==> src/rtl/lnk_rr_arbiter_pkg.sv <==
// Shared widths, output FSM encodings and the arbitration rule for the
// two-input round-robin link arbiter.
package lnk_rr_arbiter_pkg;

  localparam int NS_ADDRESS_SIZE = 8;
  localparam int NS_DATA_SIZE    = 8;
  localparam int NS_REDUN_SIZE   = 4;

  typedef enum logic [1:0] {
    NS_ARB_IDLE = 2'd0,
    NS_ARB_SEND = 2'd1,
    NS_ARB_DROP = 2'd2
  } arb_state_e;

  // A lone full input wins outright; on a tie the input not served last wins.
  function automatic logic pick_grant(input logic full0,
                                      input logic full1,
                                      input logic last);
    return (full0 && full1) ? !last : full1;
  endfunction

endpackage

==> src/rtl/lnk_rr_arbiter_if.sv <==
// One four-phase message link: the sender drives addr/dat/red/req, the
// receiver answers on ack.
interface lnk_rr_arbiter_if
  import lnk_rr_arbiter_pkg::*;
#(
  parameter int ASZ = NS_ADDRESS_SIZE,
  parameter int DSZ = NS_DATA_SIZE,
  parameter int RSZ = NS_REDUN_SIZE
) ();

  logic [ASZ-1:0] addr;
  logic [DSZ-1:0] dat;
  logic [RSZ-1:0] red;
  logic           req;
  logic           ack;

  modport master (output addr, output dat, output red, output req, input ack);
  modport slave  (input addr, input dat, input red, input req, output ack);

endinterface

==> src/rtl/lnk_rr_arbiter_in_slot.sv <==
// Single-message input buffer: accepts one message from an upstream link and
// holds it until the output side reports completion through clr.
module lnk_rr_arbiter_in_slot
  import lnk_rr_arbiter_pkg::*;
#(
  parameter int ASZ = NS_ADDRESS_SIZE,
  parameter int DSZ = NS_DATA_SIZE,
  parameter int RSZ = NS_REDUN_SIZE
) (
  input  logic            i_clk,
  input  logic            reset,
  lnk_rr_arbiter_if.slave lnk,
  input  logic            clr,
  output logic            full,
  output logic [ASZ-1:0]  slot_addr,
  output logic [DSZ-1:0]  slot_dat,
  output logic [RSZ-1:0]  slot_red
);

  logic ack_q;
  logic capture;

  assign lnk.ack = ack_q;
  assign capture = lnk.req && !ack_q && !full;

  // NOTE: sequential state uses non-blocking assignments so every register
  // samples its inputs as they were just before the edge.
  always_ff @(posedge i_clk) begin
    if (reset) begin
      ack_q     <= 1'b0;
      full      <= 1'b0;
      slot_addr <= '0;
      slot_dat  <= '0;
      slot_red  <= '0;
    end else begin
      if (capture) begin
        slot_addr <= lnk.addr;
        slot_dat  <= lnk.dat;
        slot_red  <= lnk.red;
        full      <= 1'b1;
        ack_q     <= 1'b1;
      end else if (ack_q && !lnk.req) begin
        ack_q <= 1'b0;
      end
      // clr only arrives while full is set, so it can never meet a capture.
      if (clr) begin
        full <= 1'b0;
      end
    end
  end

endmodule

==> src/rtl/lnk_rr_arbiter.sv <==
// Two-input round-robin arbiter: buffers one message per input link and
// sequences them onto a single outgoing four-phase link.
module lnk_rr_arbiter
  import lnk_rr_arbiter_pkg::*;
#(
  parameter int ASZ = NS_ADDRESS_SIZE,
  parameter int DSZ = NS_DATA_SIZE,
  parameter int RSZ = NS_REDUN_SIZE
) (
  input  logic             i_clk,
  input  logic             reset,
  output logic             ready,
  lnk_rr_arbiter_if.slave  rcv0,
  lnk_rr_arbiter_if.slave  rcv1,
  lnk_rr_arbiter_if.master snd0,
  output logic [7:0]       sent_cnt
);

  logic [1:0]     full;
  logic [1:0]     clr;
  logic [ASZ-1:0] slot_addr [2];
  logic [DSZ-1:0] slot_dat  [2];
  logic [RSZ-1:0] slot_red  [2];

  lnk_rr_arbiter_in_slot #(.ASZ(ASZ), .DSZ(DSZ), .RSZ(RSZ)) u_slot0 (
    .i_clk     (i_clk),
    .reset     (reset),
    .lnk       (rcv0),
    .clr       (clr[0]),
    .full      (full[0]),
    .slot_addr (slot_addr[0]),
    .slot_dat  (slot_dat[0]),
    .slot_red  (slot_red[0])
  );

  lnk_rr_arbiter_in_slot #(.ASZ(ASZ), .DSZ(DSZ), .RSZ(RSZ)) u_slot1 (
    .i_clk     (i_clk),
    .reset     (reset),
    .lnk       (rcv1),
    .clr       (clr[1]),
    .full      (full[1]),
    .slot_addr (slot_addr[1]),
    .slot_dat  (slot_dat[1]),
    .slot_red  (slot_red[1])
  );

  arb_state_e     state_q, state_d;
  logic           grant_q, grant_d;
  logic           last_q,  last_d;
  logic           req_q,   req_d;
  logic [ASZ-1:0] addr_q,  addr_d;
  logic [DSZ-1:0] dat_q,   dat_d;
  logic [RSZ-1:0] red_q,   red_d;
  logic [7:0]     cnt_q,   cnt_d;
  logic           ready_q;
  logic           sel;

  always_comb begin
    // NOTE: every signal written here gets a default first, so no branch
    // leaves one unassigned and no latch is inferred.
    state_d = state_q;
    grant_d = grant_q;
    last_d  = last_q;
    req_d   = req_q;
    addr_d  = addr_q;
    dat_d   = dat_q;
    red_d   = red_q;
    cnt_d   = cnt_q;
    clr     = 2'b00;
    sel     = pick_grant(full[0], full[1], last_q);

    unique case (state_q)
      NS_ARB_IDLE: begin
        // Waiting for ack low keeps a stale downstream ack from
        // completing the next transaction early.
        if ((full != 2'b00) && !snd0.ack) begin
          grant_d = sel;
          addr_d  = slot_addr[sel];
          dat_d   = slot_dat[sel];
          red_d   = slot_red[sel];
          req_d   = 1'b1;
          state_d = NS_ARB_SEND;
        end
      end
      NS_ARB_SEND: begin
        if (snd0.ack) begin
          req_d        = 1'b0;
          clr[grant_q] = 1'b1;
          last_d       = grant_q;
          cnt_d        = cnt_q + 8'd1;
          state_d      = NS_ARB_DROP;
        end
      end
      NS_ARB_DROP: begin
        if (!snd0.ack) begin
          state_d = NS_ARB_IDLE;
        end
      end
      default: state_d = NS_ARB_IDLE;
    endcase
  end

  always_ff @(posedge i_clk) begin
    if (reset) begin
      state_q <= NS_ARB_IDLE;
      grant_q <= 1'b0;
      last_q  <= 1'b1;
      req_q   <= 1'b0;
      addr_q  <= '0;
      dat_q   <= '0;
      red_q   <= '0;
      cnt_q   <= 8'd0;
      ready_q <= 1'b0;
    end else begin
      state_q <= state_d;
      grant_q <= grant_d;
      last_q  <= last_d;
      req_q   <= req_d;
      addr_q  <= addr_d;
      dat_q   <= dat_d;
      red_q   <= red_d;
      cnt_q   <= cnt_d;
      ready_q <= 1'b1;
    end
  end

  assign snd0.addr = addr_q;
  assign snd0.dat  = dat_q;
  assign snd0.red  = red_q;
  assign snd0.req  = req_q;
  assign sent_cnt  = cnt_q;
  assign ready     = ready_q;

endmodule

==> src/flat_wrapper.sv <==
// flat-port wrapper written by rule: the top's interface ports become plain ports
module lnk_rr_arbiter_flat import lnk_rr_arbiter_pkg::*;
#(
  parameter int ASZ = NS_ADDRESS_SIZE,
  parameter int DSZ = NS_DATA_SIZE,
  parameter int RSZ = NS_REDUN_SIZE
)
  (i_clk, reset, ready, sent_cnt, rcv0_addr, rcv0_dat, rcv0_red, rcv0_req, rcv0_ack, rcv1_addr, rcv1_dat, rcv1_red, rcv1_req, rcv1_ack, snd0_addr, snd0_dat, snd0_red, snd0_req, snd0_ack);
  lnk_rr_arbiter_if #(.ASZ(ASZ), .DSZ(DSZ), .RSZ(RSZ)) rcv0_i ();
  lnk_rr_arbiter_if #(.ASZ(ASZ), .DSZ(DSZ), .RSZ(RSZ)) rcv1_i ();
  lnk_rr_arbiter_if #(.ASZ(ASZ), .DSZ(DSZ), .RSZ(RSZ)) snd0_i ();
  input  logic i_clk;
  input  logic reset;
  output logic ready;
  output logic [7:0] sent_cnt;
  input wire logic [$bits(rcv0_i.addr)-1:0] rcv0_addr;
  input wire logic [$bits(rcv0_i.dat)-1:0] rcv0_dat;
  input wire logic [$bits(rcv0_i.red)-1:0] rcv0_red;
  input wire logic [$bits(rcv0_i.req)-1:0] rcv0_req;
  output wire logic [$bits(rcv0_i.ack)-1:0] rcv0_ack;
  input wire logic [$bits(rcv1_i.addr)-1:0] rcv1_addr;
  input wire logic [$bits(rcv1_i.dat)-1:0] rcv1_dat;
  input wire logic [$bits(rcv1_i.red)-1:0] rcv1_red;
  input wire logic [$bits(rcv1_i.req)-1:0] rcv1_req;
  output wire logic [$bits(rcv1_i.ack)-1:0] rcv1_ack;
  output wire logic [$bits(snd0_i.addr)-1:0] snd0_addr;
  output wire logic [$bits(snd0_i.dat)-1:0] snd0_dat;
  output wire logic [$bits(snd0_i.red)-1:0] snd0_red;
  output wire logic [$bits(snd0_i.req)-1:0] snd0_req;
  input wire logic [$bits(snd0_i.ack)-1:0] snd0_ack;
  assign rcv0_i.addr = rcv0_addr;
  assign rcv0_i.dat = rcv0_dat;
  assign rcv0_i.red = rcv0_red;
  assign rcv0_i.req = rcv0_req;
  assign rcv0_ack = rcv0_i.ack;
  assign rcv1_i.addr = rcv1_addr;
  assign rcv1_i.dat = rcv1_dat;
  assign rcv1_i.red = rcv1_red;
  assign rcv1_i.req = rcv1_req;
  assign rcv1_ack = rcv1_i.ack;
  assign snd0_addr = snd0_i.addr;
  assign snd0_dat = snd0_i.dat;
  assign snd0_red = snd0_i.red;
  assign snd0_req = snd0_i.req;
  assign snd0_i.ack = snd0_ack;
  lnk_rr_arbiter #(.ASZ(ASZ), .DSZ(DSZ), .RSZ(RSZ)) u_core (.i_clk(i_clk), .reset(reset), .ready(ready), .rcv0(rcv0_i), .rcv1(rcv1_i), .snd0(snd0_i), .sent_cnt(sent_cnt));
endmodule
==> config.mk <==
export PLATFORM = sky130hd
export DESIGN_NAME = lnk_rr_arbiter_flat
export DESIGN_NICKNAME = d
export VERILOG_FILES = /design/src/rtl/lnk_rr_arbiter_pkg.sv /design/src/rtl/lnk_rr_arbiter_if.sv /design/src/rtl/lnk_rr_arbiter_in_slot.sv /design/src/rtl/lnk_rr_arbiter.sv /design/src/flat_wrapper.sv
export SDC_FILE = /design/constraint.sdc
export NUM_CORES = 1
export LEC_CHECK = 0
export CAP_MARGIN = 20
export CORE_UTILIZATION = 40
export CTS_CLUSTER_DIAMETER = 80
export DETAILED_ROUTE_END_ITERATION = 16
export PLACE_DENSITY = 0.67
export SETUP_SLACK_MARGIN = 0.3
export SLEW_MARGIN = 5
export SYNTH_ARGS = -nofsm -noshare
export SYNTH_HDL_FRONTEND = slang
export SYNTH_SLANG_ARGS = --single-unit
==> constraint.sdc <==
create_clock -name i_clk -period 2.46 [get_ports i_clk]
set_input_delay 0.492 -clock i_clk [delete_from_list [all_inputs] [get_ports i_clk]]
set_output_delay 0.492 -clock i_clk [all_outputs]
set_load 0.02 [all_outputs]
# After elaboration in Yosys (flattened, before gate mapping)
# Cells that the tools add are included.
# totals
register_bits	78
output_inout_bits	32
elab_cells	83
# op_classes
addsub	1
n_lt_le_gt_ge	3
n_eq_ne	5
n_mux	26
n_bitwise	1
n_reduce_logical	28
# op_table
op	n
$mux W8	6
$mux W4	3
$mux W2	5
$logic_and A1 B1 Y1	9
$mux W1	9
$add A8 B1 Y8 const B	1
$logic_not A1 Y1	8
$reduce_bool A2 Y1	4
$pmux W2 S3	1
$reduce_and A3 Y1	2
$ne A2 B2 Y1 const B	2
$reduce_and A2 Y1	2
$reduce_or A2 Y1	2
$eq A2 B1 Y1 const B	1
$eq A2 B2 Y1 const B	1
$ge A2 B2 Y1 const B	1
$logic_not A2 Y1	1
$lt A1 B2 Y1 const B	1
$ne A2 B1 Y1 const B	1
$not A1 Y2	1
$pmux W1 S2	1
$demux W1 S1	1
$ge A1 B1 Y1 const B	1

# Depth between registers and ports, before layout
# depth
word_depth	7
depth_mapped	5

# Modules after synthesis
# From an unflattened synthesis, not the netlist that was laid out.
# unflattened
cells_unflattened	347
area_unflattened_um2	3553.4
# by_module_without_submodules
mod	n_inst	cells_each	area_per_inst_um2	seq_area_each_um2
lnk_rr_arbiter_in_slot	2	94	983.4	440.4
lnk_rr_arbiter	1	159	1586.5	680.7

# Worst setup path after synthesis
# No wires, ideal clock.
# synth_timing
kind	input to register
startpoint	input reset
endpoint	register u_core.addr_q[0], in the netlist u_core.snd0.addr[0]
setup_ns	0.155
arrival_ns	1.228
required_time_ns	2.305
setup_slack_ns	1.077
cell_stages	3
path_cell_list	clkbuf_1 clkbuf_1 a221oi_1
# synth_lines
item	line_no	rtl
start, declared	flat_wrapper.sv:13	input logic reset;
end signal, assigned	lnk_rr_arbiter.sv:119	addr_q <= addr_d;
end, declared	lnk_rr_arbiter.sv:51	logic [ASZ-1:0] addr_q, addr_d;
# No word-level cell between the ends.

# Worst setup path after layout
# layout_timing
startpoint	register u_core.cnt_q[3], in the netlist u_core.sent_cnt[3]
endpoint	output sent_cnt[3]
# layout_lines
item	line_no	rtl
start, declared	lnk_rr_arbiter.sv:54	logic [7:0] cnt_q, cnt_d;
start signal, assigned	lnk_rr_arbiter.sv:122	cnt_q <= cnt_d;
end, declared	flat_wrapper.sv:15	output logic [7:0] sent_cnt;
# No word-level cell between the ends.

==> results_dict.tcl <==
set metrics [dict create \
    outcome "finished, final reports clean" \
    worstSetupStartpointType "register" \
    grt.overflow.total 0 \
    ys_ff_latch 78 \
    timing.slew.headroom_pct 37.6 \
    synth.avg_cell_area_um2 8.96 \
    grt_max_degree 52 \
    drt_first_pass_iters 4 \
    critPathSlowestCell "clkdlybuf4s50_1" \
    synth.area.top_cells "dfxtp_1, nand2_1, a221oi_2, a21oi_1, o32ai_1" \
    floorplan.core_area_mm2 0.00737 \
    io-pin-count 77 \
    antenna_found_initial 0 \
    hold_viol_final 0 \
    worstSetupPathType "register to output pin" \
    yosysWarningCount 0 \
    dpl_cell_area_mm2 0.00396 \
    slowest_delay_ns 0.65 \
    cts_hold_buf 0 \
    rsz0062_at_grt "false" \
    track_usage_pct 20.0 \
    gp_routability_congestion 0.744 \
    cts_made_buffers 9 \
    insertion_delay_ns 0.35 \
    cts-htree-levels 3 \
    synth_largest_area_cell "dfxtp_1" \
    antennaDiodeCount 0 \
    design_area_mm2 0.00416 \
    post_cts_resized 0 \
    vias 2704 \
    endpoint_kind_of_the_worst_setup_timing_path "output pin" \
    num-nets-final 460 \
    post-route-drc-count 0 \
    layout.core_utilization_pct 56.5 \
    cell_depth_of_the_worst_min_delay_path 2 \
    power_leakage_nw 1.45 \
    first_pass_grt_wire_length_mm 12.9 \
    avgRoutedWirePerCell_um 15.2 \
    critical_path.n_buffers_inverters 1 \
    timing.hold.worst.class "input port to register" \
    cp_max_fo 7 \
    cts_max_path_buffers 2 \
    first_global_vias 2727 \
    clk_transition_reported_paths_ns 0.07 \
    worst-path-stages 1 \
    ys_seq_area_share_pct 50.2 \
    fp.dieW_um 90.2 \
    timing.max_cap.violations 0 \
    final_layout_size_suffix_gt1_share_pct 11.9 \
    unique_cell_type_count_in_the_yosys_netlist 36 \
    netlist.area_leader.share_pct 50.2 \
    floorplan.rows 31 \
    finalWorstPathRequiredPeriod_ns 1.93 \
    cts_post_setup_buffers_inserted 0 \
    design.die.area_mm2 0.00813 \
    chipHeight_um 90.2 \
    cp_top_family "buffers and inverters" \
    timing.hold.ws_ns 0.454 \
    detail-route-antenna-nets 0 \
    syn-cell-area_mm2 0.00311 \
    drv_slew 0 \
    irDropWorstVdd_uv 352 \
    tritoncts_clock_tree "built" \
    timing_worst_slew_pin_value_ns 0.933 \
    mappedNetlistNets 393 \
    post_detail_place_hpwl_mm 5.06 \
    skew_ns 0.0130 \
    initial_utilization_pct 42.2 \
    clk_root_buffer_cell "clkbuf_8" \
    port-buffer-count 76 \
    power.density_mw_per_mm2 697 \
    final.setup.tns_ns 0 \
    setup_viol 0 \
    maxClockFrequency_mhz 518 \
    report.power.total_mw 2.90 \
    data_required_time_at_the_worst_endpoint_ns 1.97 \
    numClockSinks 78 \
    detail_route.iter0.violations 135 \
    cells_along_the_critical_path "clkdlybuf4s50_1" \
    synth_ff_type "dfxtp_1" \
    timing.reg2reg.worst_path_depth 3 \
    synth-async-reset-ratio_pct 0 \
    gate_count_post_synth 347 \
    layout_worst_path_cycle_share_pct 78.5 \
    layout-area-overhead-vs-synth_pct 33.8 \
    critical_path_arrival_ns 1.44 \
    synth-edff-count 0 \
    routed_wl_mm 7.86 \
    viasPerCell 5.22 \
]
==> cells in the mapped netlist, types with 2 or more instances <==
master / number
nor3b_1: 2
o32ai_1: 20
nor2_1: 4
xor2_1: 3
nand2_1: 86
a221oi_2: 19
o21a_1: 2
nand4_1: 2
o21ai_0: 4
a21oi_1: 48
or3_1: 3
clkbuf_1: 16
inv_1: 22
nor2b_1: 2
buf_2: 10
nand3_1: 2
o31ai_1: 2
or4_1: 2
buf_4: 2
dfxtp_1: 78
or3b_1: 2
and3_1: 2
==> per-stage QoR <==
stage | instances | worst slack, ns
final | 518 | 0.529
after global routing | 518 | 0.459
after CTS | 518 | 0.497
after detailed placement | 502 | 0.336
after global placement | 502 | 0.357
after floorplan | 347 | 1.08
==> metal layers <==
metal  global-route usage [%]  vias to the layer above  share of wire [%]
met4                     7.39                        0               0.67
li1                         -                     1352                  -
met3                     4.91                        4                5.5
met5                        0                        -                  0
met1                     22.4                     1272                 41
met2                     36.3                       76                 53
==> layout make-up <==
cell class | instances | area, µm²
clock buffers | 10 | 138
well taps | 99 | 124
inverters | 23 | 86.3
flip-flops and latches | 78 | 1560
multi-input cells | 218 | 1370
repair buffers | 84 | 816
fillers | 651 | 3210
clock inverters | 6 | 68.8
==> state kept, by name, indices dropped and copies added, names as in the netlist, 2 cells and up <==
name / count
u_core.sent_cnt: 8
u_core.snd0.addr: 8
u_core.snd0.dat: 8
u_core.snd0.red: 4
u_core.state_q: 2
u_core.u_slot0.slot_addr: 8
u_core.u_slot0.slot_dat: 8
u_core.u_slot0.slot_red: 4
u_core.u_slot1.slot_addr: 8
u_core.u_slot1.slot_dat: 8
u_core.u_slot1.slot_red: 4
==> cell families after synthesis <==
logic type / Yosys count / synth area share (%)
compound gates: 100 / 25.5
fa+ha+maj: 1 / 0.402
flops: 78 / 50.2
buf+inv: 51 / 6.80
xor+xnor: 3 / 0.845
simple gates: 113 / 15.9
mux: 1 / 0.322
==> final timing paths <==
kind / from / slack, ns / endpoint
worst max-delay path: u_core.sent_cnt[3]$_SDFFE_PP0P_ / 0.53 / sent_cnt[3]
worst min-delay path: reset / 0.45 / u_core.ready$_DFF_P_
worst max register to register: u_core.u_slot0.full$_SDFFE_PP0P_ / 0.69 / u_core.snd0.red[3]$_SDFFE_PP0P_
worst min register to register: u_core.u_slot0.slot_addr[3]$_SDFFE_PP0P_ / 0.46 / u_core.u_slot0.slot_addr[3]$_SDFFE_PP0P_
==> cells in the final DEF (no fill, tap or decap), types with 2 or more instances in the layout <==
master           instances
o21a_1                   2
or4_1                    2
dfxtp_1                 78
buf_4                    8
or3_1                    3
o32ai_1                 20
nor3b_2                  2
inv_1                   22
clkinvlp_4               4
o21ai_0                  4
nand3_1                  2
or3b_1                   2
nand2_1                 86
clkdlybuf4s50_1         75
nand4_1                  2
and3_1                   2
clkbuf_8                10
nor2_1                   4
a21oi_1                 48
xor2_1                   3
o31ai_1                  2
a221oi_2                19
==> where the power goes <==
group          internal, mW  total [mW]  leakage (nW)  switching, mW
clock                 0.499       0.977        0.0912          0.478
combinational         0.244       0.518         0.722          0.274
sequential             1.35        1.40         0.639         0.0570
(Power assumes the default switching activity.)
